===== src/rtl/fetch_pkg.sv =====
// Shared definitions for the instruction-fetch stage: opcodes, bubble
// encoding, fetch FSM states and the BZ branch-target arithmetic.
package fetch_pkg;

  localparam logic [3:0] OP_NOP  = 4'd0;
  localparam logic [3:0] OP_ADDI = 4'd9;
  localparam logic [3:0] OP_LD   = 4'd10;
  localparam logic [3:0] OP_ST   = 4'd11;
  localparam logic [3:0] OP_BZ   = 4'd12;

  localparam logic [15:0] NOP_INSTR = {OP_NOP, 12'h000};

  typedef enum logic [1:0] {
    S_REQ  = 2'd0,
    S_WAIT = 2'd1,
    S_HOLD = 2'd2
  } fetch_state_e;

  // pc + 1 + sext(imm6); callers truncate to their PC width, which gives
  // the required wrap-around.
  function automatic logic [31:0] branch_target(input logic [31:0] pc,
                                                input logic [5:0]  imm6);
    return pc + 32'd1 + {{26{imm6[5]}}, imm6};
  endfunction

endpackage


===== src/rtl/if_skid_buf.sv =====
// One-entry holding register for an instruction (and its PC) that came back
// from memory while decode was stalled.
module if_skid_buf #(
  parameter int unsigned PC_W = 16
) (
  input  logic            clk,
  input  logic            rst,
  input  logic            load_i,
  input  logic            clear_i,
  input  logic [15:0]     instr_i,
  input  logic [PC_W-1:0] pc_i,
  output logic            valid_o,
  output logic [15:0]     instr_o,
  output logic [PC_W-1:0] pc_o
);

  logic            valid_q;
  logic [15:0]     instr_q;
  logic [PC_W-1:0] pc_q;

  // Clear wins over load; the two never coincide in normal operation.
  always_ff @(posedge clk or posedge rst) begin
    if (rst) begin
      valid_q <= 1'b0;
      instr_q <= '0;
      pc_q    <= '0;
    end else if (clear_i) begin
      valid_q <= 1'b0;
    end else if (load_i) begin
      valid_q <= 1'b1;
      instr_q <= instr_i;
      pc_q    <= pc_i;
    end
  end

  assign valid_o = valid_q;
  assign instr_o = instr_q;
  assign pc_o    = pc_q;

endmodule


===== src/rtl/instr_fetch_unit.sv =====
// IF stage: owns the PC, issues one outstanding imem request at a time and
// fills the IF/ID register, honouring decode stall and taken-branch redirect.
module instr_fetch_unit #(
  parameter int unsigned     PC_W      = 16,
  parameter logic [PC_W-1:0] RESET_PC  = '0,
  parameter logic [15:0]     NOP_INSTR = 16'h0000
) (
  input  logic            clk,
  input  logic            rst,
  input  logic            stall,
  input  logic            branch_taken,
  input  logic [5:0]      branch_offset_imm,
  output logic            imem_req_valid,
  input  logic            imem_req_ready,
  output logic [PC_W-1:0] imem_addr,
  input  logic            imem_rsp_valid,
  input  logic [15:0]     imem_rsp_data,
  output logic [15:0]     if_instr,
  output logic [PC_W-1:0] if_pc,
  output logic            if_valid
);
  import fetch_pkg::*;

  fetch_state_e    state_q, state_d;
  logic            req_valid_q, drop_q, if_valid_q;
  logic [PC_W-1:0] fetch_pc_q, req_pc_q, if_pc_q, target_pc;
  logic [15:0]     if_instr_q;

  logic            accept, redirect, deliver_rsp, deliver_buf;
  logic            buf_load, buf_clear, buf_valid;
  logic [15:0]     buf_instr;
  logic [PC_W-1:0] buf_pc;

  // req_valid_q is only ever high in S_REQ, so it alone qualifies the handshake.
  assign accept    = req_valid_q & imem_req_ready;
  assign redirect  = branch_taken & ~stall;
  assign target_pc = PC_W'(branch_target(32'(if_pc_q), branch_offset_imm));
  assign buf_clear = redirect | deliver_buf;

  if_skid_buf #(.PC_W(PC_W)) u_skid (
    .clk     (clk),
    .rst     (rst),
    .load_i  (buf_load),
    .clear_i (buf_clear),
    .instr_i (imem_rsp_data),
    .pc_i    (req_pc_q),
    .valid_o (buf_valid),
    .instr_o (buf_instr),
    .pc_o    (buf_pc)
  );

  // Next state and where (if anywhere) the returning instruction goes.
  always_comb begin
    state_d     = state_q;
    deliver_rsp = 1'b0;
    deliver_buf = 1'b0;
    buf_load    = 1'b0;
    case (state_q)
      S_REQ: if (accept) state_d = S_WAIT;
      S_WAIT: begin
        if (imem_rsp_valid) begin
          if (drop_q || redirect) begin
            state_d = S_REQ;
          end else if (!stall) begin
            state_d     = S_REQ;
            deliver_rsp = 1'b1;
          end else begin
            state_d  = S_HOLD;
            buf_load = 1'b1;
          end
        end
      end
      S_HOLD: begin
        if (!stall) begin
          state_d     = S_REQ;
          deliver_buf = ~redirect & buf_valid;
        end
      end
      default: state_d = S_REQ;
    endcase
  end

  // FSM state, PCs, squash flag and IF/ID register; all outputs are registered.
  always_ff @(posedge clk or posedge rst) begin
    if (rst) begin
      state_q     <= S_REQ;
      req_valid_q <= 1'b0;
      fetch_pc_q  <= RESET_PC;
      req_pc_q    <= '0;
      drop_q      <= 1'b0;
      if_instr_q  <= NOP_INSTR;
      if_pc_q     <= '0;
      if_valid_q  <= 1'b0;
    end else begin
      state_q     <= state_d;
      req_valid_q <= (state_d == S_REQ);

      if (accept) begin
        req_pc_q   <= fetch_pc_q;
        fetch_pc_q <= fetch_pc_q + {{(PC_W-1){1'b0}}, 1'b1};
      end
      if (redirect) fetch_pc_q <= target_pc;

      // A response always ends the squash window; a redirect with a request
      // in flight (or just accepted) opens one.
      if (state_q == S_WAIT && imem_rsp_valid) drop_q <= 1'b0;
      else if (redirect && (accept || state_q == S_WAIT)) drop_q <= 1'b1;

      if (deliver_rsp) begin
        if_instr_q <= imem_rsp_data;
        if_pc_q    <= req_pc_q;
        if_valid_q <= 1'b1;
      end else if (deliver_buf) begin
        if_instr_q <= buf_instr;
        if_pc_q    <= buf_pc;
        if_valid_q <= 1'b1;
      end else if (!stall) begin
        if_instr_q <= NOP_INSTR;
        if_valid_q <= 1'b0;
      end
    end
  end

  assign imem_req_valid = req_valid_q;
  assign imem_addr      = fetch_pc_q;
  assign if_instr       = if_instr_q;
  assign if_pc          = if_pc_q;
  assign if_valid       = if_valid_q;

endmodule


===== config.mk =====
export PLATFORM = sky130hd
export DESIGN_NAME = instr_fetch_unit
export DESIGN_NICKNAME = d
export VERILOG_FILES = /design/src/rtl/fetch_pkg.sv /design/src/rtl/if_skid_buf.sv /design/src/rtl/instr_fetch_unit.sv
export SDC_FILE = /design/constraint.sdc
export NUM_CORES = 1
export LEC_CHECK = 0
export ABC_AREA = 0
export CAP_MARGIN = 10
export CORE_MARGIN = 3
export CORE_UTILIZATION = 50
export DETAILED_ROUTE_END_ITERATION = 6
export GPL_TIMING_DRIVEN = 0
export PLACE_DENSITY = 0.73
export SYNTH_ARGS = -nofsm -noshare
export SYNTH_HDL_FRONTEND = slang
export SYNTH_SLANG_ARGS = --single-unit

===== constraint.sdc =====
create_clock -name clk -period 4.7 [get_ports clk]
set_input_delay 0.94 -clock clk [delete_from_list [all_inputs] [get_ports clk]]
set_output_delay 0.94 -clock clk [all_outputs]
set_load 0.05 [all_outputs]

-- After elaboration in Yosys (flattened, before gate mapping)
Cells that the tools add are included.
- flip-flop bits (word level): 102
- input bits: 28
- output and inout port bits: 50
- add/subtract/negate cells: 3
- equal/unequal tests: 3
- multiplexer cells: 30
- bitwise logic cells: 7
- reduce and logical (&&, ||, !) cells: 11
- operators by type and width (kind ; count):
    2-to-1 mux 16 bit ; 7
    adder 16 x 1 -> 16 bit, second input constant ; 2
    2-to-1 mux 1 bit ; 17
    adder 16 x 6 -> 16 bit ; 1
    2-to-1 mux 2 bit ; 5
    nonzero test 2 bit ; 4
    one-hot mux 2 bit (3 select lines) ; 1
    zero test 2 bit ; 2
    AND 1 bit ; 3
    inequality test 3 x 1 -> 1 bit, second input constant ; 1
    NOT 1 bit ; 3
    == test 2 x 1 -> 1 bit, second input constant ; 1
    == test 2 bit, second input constant ; 1
    logical AND 1 bit ; 2
    logical OR 1 bit ; 2
    AND reduction 2 bit ; 1
    OR 1 bit ; 1

-- Depth between registers and ports, before layout
Gate-level depths: netlist of run 1.
- depth after elaboration: 9
- depth in mapped cells: 9

-- Modules after synthesis
From an unflattened synthesis of run 1, not the netlist that was laid out.
- cell total of the unflattened synthesis: 483
- area, all modules: 5200.0 um^2
- modules (own cells, without submodules) (module ; instances ; cells an instance ; area each (um^2)):
    instr_fetch_unit ; 1 ; 410 ; 3804.9
    if_skid_buf ; 1 ; 73 ; 1395.1

-- Worst setup path before layout of run 1
Ideal clock, no wire load.
- kind: input to register
- start point: input branch_offset_imm[0]
- end point: register fetch_pc_q[12] (netlist: imem_addr[12])
- arrival: 2.501 ns
- data required time: 4.566 ns
- slack: 2.065 ns
- cell stages on the path: 9
- buffers on the path: 0
- cells stage by stage: inv_1 ha_1 inv_1 fa_1 a211oi_2 o21bai_1 a221o_1 nor3_1 a311oi_1
- cells in the longest elaborated chain, start to end: 2
- RTL lines (item ; line ; text):
    start: declaration ; instr_fetch_unit.sv:12 ; input logic [5:0] branch_offset_imm,
    adder 16 x 6 -> 16 bit ; fetch_pkg.sv:23 ; return pc + 32'd1 + {{26{imm6[5]}}, imm6};
    2-to-1 mux 16 bit ; instr_fetch_unit.sv:102 ; if (redirect) fetch_pc_q <= target_pc;
    end signal: assignment ; instr_fetch_unit.sv:100 ; fetch_pc_q <= fetch_pc_q + {{(PC_W-1){1'b0}}, 1'b1};
    end signal: assignment ; instr_fetch_unit.sv:102 ;
    end: declaration ; instr_fetch_unit.sv:26 ; logic [PC_W-1:0] fetch_pc_q, req_pc_q, if_pc_q, target_pc;
Every way passes these cells.
A chain may end at the register's enable or synchronous reset.

-- Final worst setup path of run 1
- start point: input branch_offset_imm[5]
- end point: register fetch_pc_q[11] (netlist: imem_addr[11])
The elaborated chain is that of the path after synthesis.

==> results of run 1 <==
-- worst max path at each step --
stage	endpoint	slack, ps	cells past startpoint
final	imem_addr[11]	1640	7
after global placement	if_pc[12]	-350	2
after floorplan	drop_q	1080	1
after CTS	imem_addr[14]	1700	7
after global routing	imem_addr[11]	1440	7
after detailed placement	imem_addr[14]	1300	7
-- layer usage --
layer	track usage [%]	wire, um	vias to the layer above
met1	32.0	5640	1997
met5	0	0	-
li1	-	-	1873
met2	37.1	6030	116
met3	5.04	689	16
met4	6.76	188	0
-- metrics by stage --
stage	instance area (um^2)	total power (uW)	hold WS, ps	util [%]	std cells
global placement	6070	3470	447	61.5	678
CTS	6310	4110	478	64.0	695
global route	6310	4360	522	64.0	695
floorplan	5130	2900	431	-	468
detailed placement	6100	3530	465	61.8	679
finish	6310	4100	483	64.0	695
-- final cells by class --
| class | count | share of cell area (%) |
|---|---|---|
| Sequential cell | 102 | 40.5 |
| Multi-Input combinational cell | 317 | 37.7 |
| Timing Repair Buffer | 78 | 12.7 |
| Tap cell | 133 | 2.64 |
| Clock buffer | 10 | 2.02 |
| Inverter | 30 | 1.82 |
| Buffer | 19 | 1.45 |
| Clock inverter | 6 | 1.29 |
-- kinds of logic (layout without fill, tap and decap cells) --
group / Yosys count / count (layout) / synth area share (%)
AND/OR/NAND/NOR: 133 / 133 / 13.9
flip-flops: 102 / 102 / 49.7
AO/OA/AOI/OAI: 100 / 100 / 14.5
buffers and inverters: 49 / 143 / 3.97
multiplexers: 45 / 45 / 9.85
XOR/XNOR: 22 / 22 / 3.75
adder cells (fa/ha/maj): 17 / 17 / 4.29
-- registers in the layout (all words and copies together) (netlist names) --
register        count
if_instr           16
imem_addr          16
u_skid.instr_o     16
req_pc_q           16
u_skid.valid_o      1
state_q             2
u_skid.pc_o        16
if_valid            1
drop_q              1
imem_req_valid      1
if_pc              16
-- synth_stat cells (4+ instances only) --
cell type / instances
ha_1: 16
and3_1: 5
a222oi_1: 16
dfrtp_1: 102
nand2_1: 58
and2_1: 4
xnor2_1: 10
clkbuf_1: 5
a22oi_1: 16
mux2_2: 44
xor2_1: 12
a21oi_1: 16
nor2_1: 23
buf_2: 13
nand3_1: 5
nor3_1: 12
o21ai_0: 17
nand2b_1: 5
inv_1: 30
-- power by group through the flow --
stage / logic (uW) / clock network (uW) / registers [uW]
after floorplan: 913 / 0 / 1990
after global placement: 1910 / 0 / 1560
after detailed placement: 1950 / 0 / 1580
after CTS: 1960 / 585 / 1560
after global routing: 2130 / 627 / 1610
final: 1960 / 575 / 1560
-- worst max-delay path, cell delays in order --
cell and delay [ps]:
clkdlybuf4s50_1 680, ha_1 560, nand2_1 230, o21ai_0 380, or3_1 160, o21ba_2 140
nor3_1 240
==> metrics.md, run 1 <==
| Metric | Value |
|---|---|
| DRC Markers | 0 |
| CTS tree | yes |
| Crit path time final | around 3000 ps |
| Crit path launch | branch_offset_imm[5] |
| Worst-Margin Slew | between 500 and 600 ps |
| TNS Setup | 0 ps |
| Vias in the first global route | 4,068 |
| Skew final | about 15 ps |
| Hold depth | 1 |
| Synthesized area per cell | about 11 um^2 |
| Cell Area, Synth | ~5100 um^2 |
| Multi-input logic area | 2380 um^2 |
| Die Area | ~12,000 um^2 |
| Int Power | around 2300 uW |
| Post-synth EDFFs | 0 |
| Post-Syn Instances | about 470 |
| Period utilization | around two thirds |
| IO Count | 78 |
| CP Capture Type | flip-flop |
| Leakage | ~0.0029 uW |
| Largest net degree at the start of global routing | 61 |
| Clock Power Share | between 10% and 20% |
| Worst Hold Path EP | state_q[0] |
| CTS Buffer Depth | 2 |
| Pre-antenna DRT Iters | 7 |
| DR vias/cell | 5.76 |
| RePlAce Congestion | between 0.8 and 0.9 |
| Final Hold Fails | 0 |
| R2r setup slk | ~2200 ps |
| Launching point of the worst reg2reg path | if_pc[0] |
| Register area share after synthesis | approximately 50% |
| Reg2reg end | imem_addr[10] |
| Yosys reg bits | just over 100 |
| Setup WS pre-CTS | around 1300 ps |
| Synth warn | 0 |
| Post-synth top area share | around half |
| Commonest non-fill, non-tap cells in the layout | dfrtp_1, clkdlybuf4s50_1, nand2_1 |
| Combinational Power Share | a little under half |
| PortBufs | a little under 80 |
| Routed WL per cell | 18.0 um |
| Sw Share | 44.7% |
| R2R cell count | 9 |
| Root Buffer | clkbuf_8 |
| Register area | 2550 um^2 |
| Share of post-route cells with drive strength above 1 | 15.8% |
| Clk Latency, worst-skew pair | between 300 and 400 ps |
| Synth top area cells | dfrtp_1, mux2_2, nand2_1, ha_1, a222oi_1 |
| Slew headroom | slightly above 60% |
| Max-cap violations | 0 |
| Cts bufs inserted | 9 |
| Maximum vdd drop | 0.000437 V |
| Hold Buf Count CTS | 0 |
| Initial antenna violation count | 0 |
| Synthesized net count | 513 |
| Ys flop type | dfrtp_1 |
| Status | completed |
| Global Route Usage Sum | between 20% and 30% |
| Die X | ~110 um |
| Post-synth cell types | 57 |
| Setup Crit Path Kind | primary input to flip-flop |
| Sw power | between 1500 and 2000 uW |
| Final #Nets | approximately 600 |
| Core area | 9860 um^2 |
| Worst-path clk slew | roughly 90 ps |
| Clk sinks | 102 |
| Biggest area consumer among synthesized cells | dfrtp_1 |
| Leading cell type in the layout, fill and taps excluded | dfrtp_1 |
| H-tree lvl count | 3 |
| # setup viols final | 0 |
| Cts repair resizes | 0 |
| Worst path required time | 4980 ps |
| HP Start | state_q[1] |
| Layout area overhead | 22.9% |
| P per Cell Area | 650 nW/um^2 |
| Diodes inserted | 0 |
| Fmax | 327 MHz |
| FFs w/ async S/R, synth | 100% |
| Max FO, Critical Path | 11 |
| DR iter-0 viols | around 290 |
| Via count | 4,002 |
| Detail Route Antenna Nets | 0 |
| Flop pwr share | between 30% and 40% |
| Fin worst setup slack | 1640 ps |
| Grt ovf | 0 |
| Slew Viols, Final | 0 |
| Arr. time, crit path | approximately 3300 ps |
| Global-route wire length before repair | ~21,000 um |
| HPWL Detailed | 9190 um |
| Total Routed Length | approximately 13,000 um |
| Min-Delay Path Class | flip-flop to flip-flop |
| Post-CTS Repair Setup Buffers | 0 |
| Die Y | about 110 um |
| RSZ-0062 raised after global routing | no |
| # rows | 36 |
| Worst Setup Start Kind | primary input |
| Initial Utilization | between 50% and 60% |
| # fillers | roughly 790 |
Power figures use the tool's default switching activity.
==> inputs of run 2 (changes only) <==
Settings changed: CORE_UTILIZATION 50 to 49, PLACE_DENSITY 0.73 to 0.74.
Clock period 4.7 ns to 2.5 ns, I/O delays scaled along.
==> metrics.md, run 2 (synthesis results as in run 1) <==
| Metric | Value |
|---|---|
| Grt ovf | 0 (unchanged) |
| Global-route wire length before repair | 20,200 um (was 20,700 um) |
| Worst Setup Start Kind | primary input (unchanged) |
| Arr. time, crit path | 2680 ps (was 3340 ps) |
| IO Count | 78 (unchanged) |
| Setup Crit Path Kind | primary input to flip-flop (unchanged) |
| # fillers | 824 (was 794) |
| Die Area | 11,700 um^2 (was 11,500 um^2) |
| DR vias/cell | 5.79 (was 5.76) |
| Multi-input logic area | 2400 um^2 (was 2380 um^2) |
| # setup viols final | 0 (unchanged) |
| Crit path time final | between 2000 and 2500 ps |
| Min-Delay Path Class | flip-flop to flip-flop (unchanged) |
| Pre-antenna DRT Iters | 7 (unchanged) |
| Worst-path clk slew | 100 ps (was 90 ps) |
| Core area | 10000 um^2 (was 9860 um^2) |
| CTS tree | yes (unchanged) |
| Maximum vdd drop | 0.000607 V (was 0.000437 V) |
| Register area | 2550 um^2 (unchanged) |
| CP dominant cell by count | inv_1 |
| Root Buffer | clkbuf_8 (unchanged) |
| Global Route Usage Sum | 22.5% (was 23.2%) |
| Hold depth | 1 (unchanged) |
| Detail Route Antenna Nets | 0 (unchanged) |
| Slew Viols, Final | 0 (unchanged) |
| DRC Markers | 0 (unchanged) |
| Finished Layout Cells | 696 (was 695) |
| Die Y | 108 um (was 107 um) |
| Launching point of the worst reg2reg path | if_pc[0] (unchanged) |
| Clk sinks | 102 (unchanged) |
| DR iter-0 viols | 257 (was 286) |
| Status | completed (unchanged) |
| CP Capture Type | flip-flop (unchanged) |
| CP max stage cell | a221o_1 (was clkdlybuf4s50_1) |
| Worst-Margin Slew | 543 ps (was 566 ps) |
| Crit path launch | branch_offset_imm[0] (was branch_offset_imm[5]) |
| PortBufs | 77 (unchanged) |
| CP peak stage delay | 420 ps (was 680 ps) |
| Worst path required time | 2750 ps (was 4980 ps) |
| Vias in the first global route | 3,982 (was 4,068) |
| Leakage | 0.00291 uW (was 0.00289 uW) |
| Initial Utilization | 51.3% (was 52.0%) |
| Total Routed Length | 12,700 um (was 12,500 um) |
| Final Hold Fails | 0 (unchanged) |
| TNS Setup | 0 ps (unchanged) |
| Period utilization | a little over nine tenths |
| R2r setup slk | 190 ps (was 2230 ps) |
| Fmax | 413 MHz |
| Cts bufs inserted | 9 (unchanged) |
| Final #Nets | 603 (was 602) |
| Delay-heaviest family, CP | compound AO/OA/AOI/OAI gates (was buffers and inverters) |
| Max FO, Critical Path | 3 (was 11) |
| Clk Latency, worst-skew pair | 380 ps (was 390 ps) |
| Skew final | 12.0 ps (was 14.5 ps) |
| CP cell instances | clkdlybuf4s50_1, inv_1, ha_1, inv_1, fa_2, a211oi_4, o21bai_2, a221o_1, xnor2_2, o21ai_0 (was clkdlybuf4s50_1, ha_1, nand2_1, o21ai_0, or3_1, o21ba_2, nor3_1) |
| Reg2reg end | imem_addr[10] (unchanged) |
| Diodes inserted | 0 (unchanged) |
| Layout area overhead | 23.6% (was 22.9%) |
| R2R cell count | 9 (unchanged) |
| RSZ-0062 raised after global routing | no (unchanged) |
| Leading cell type in the layout, fill and taps excluded | dfrtp_1 (unchanged) |
| Post-CTS Repair Setup Buffers | 0 (unchanged) |
| Via count | 4,033 (was 4,002) |
| Dpl cells | 680 (was 679) |
| Routed WL per cell | 18.3 um (was 18.0 um) |
| CTS Buffer Depth | 2 (unchanged) |
| Share of post-route cells with drive strength above 1 | 16.7% (was 15.8%) |
| Commonest non-fill, non-tap cells in the layout | dfrtp_1, clkdlybuf4s50_1, nand2_1 (unchanged) |
| Slew headroom | 63.8% (was 62.3%) |
| Die X | 108 um (was 107 um) |
| P per Cell Area | 1230 nW/um^2 (was 650 nW/um^2) |
| HP Start | state_q[1] (unchanged) |
| Largest net degree at the start of global routing | 42 (was 61) |
| # rows | 36 (unchanged) |
| Worst Hold Path EP | state_q[0] (unchanged) |
| Hold Buf Count CTS | 0 (unchanged) |
| H-tree lvl count | 3 (unchanged) |
| Worst path buffer plus inverter count | 3 (was 1) |
| HPWL Detailed | 9260 um (was 9190 um) |
| Max-cap violations | 0 (unchanged) |
| RePlAce Congestion | 0.902 (was 0.871) |
| Initial antenna violation count | 0 (unchanged) |
## run 2: through the flow
step / util, % / hold WS, ps / setup WS, ps / total power (uW) / cell area [um^2]
3_5_place_dp: 61.1 / 448 / -448 / 6650 / 6110
5_1_grt: 63.5 / 486 / 16.2 / 8240 / 6350
2_1_floorplan: - / 431 / 153 / 5460 / 5140
3_3_place_gp: 60.7 / 446 / -399 / 6510 / 6070
4_1_cts: 63.4 / 461 / 67.8 / 7790 / 6340
6_report: 63.5 / 462 / 76.5 / 7790 / 6350
## run 2: cell type report
type	instances	share of cell area [%]
Buffer	19	1.44
Sequential cell	102	40.2
Tap cell	133	2.62
Inverter	30	1.83
Clock inverter	6	1.18
Timing Repair Buffer	79	12.8
Clock buffer	10	2.17
Multi-Input combinational cell	317	37.8
## run 2: worst reg2reg max path, cell delays in order (launching register included)
cell and delay (ps):
dfrtp_1 400, inv_1 80, ha_1 150, inv_1 50, fa_2 380, a211oi_4 270
o21bai_2 130, a221o_1 420, xnor2_2 200, o21ai_0 100
## run 2: report_power, final
| group | internal, uW | switching [uW] |
|---|---|---|
| combinational | 1480 | 2250 |
| clock | 506 | 601 |
| sequential | 2320 | 623 |
| total | 4310 | 3480 |
## run 2: routing by layer
| layer | track usage, % | vias to the layer above | wire length [um] | share of wire (%) |
|---|---|---|---|---|
| li1 | - | 1886 | - | - |
| met3 | 5.43 | 19 | 972 | 7.6 |
| met4 | 7.12 | 0 | 195 | 1.5 |
| met2 | 35.0 | 153 | 5960 | 47 |
| met5 | 0 | - | 0 | 0 |
| met1 | 31.3 | 1975 | 5590 | 44 |
## run 2: how the worst max path moves through the flow
stage,to,cells past startpoint
after floorplan,imem_addr[12],9
after global placement,imem_addr[10],10
after detailed placement,imem_addr[11],7
after CTS,imem_addr[10],10
after global routing,imem_addr[12],10
final,imem_addr[10],10
## run 2: repair_timing
action | in CTS | in global routing
resized for setup | 3 | 2
endpoints found under the setup margin | 2 | 3
pin swaps | 2 | 2
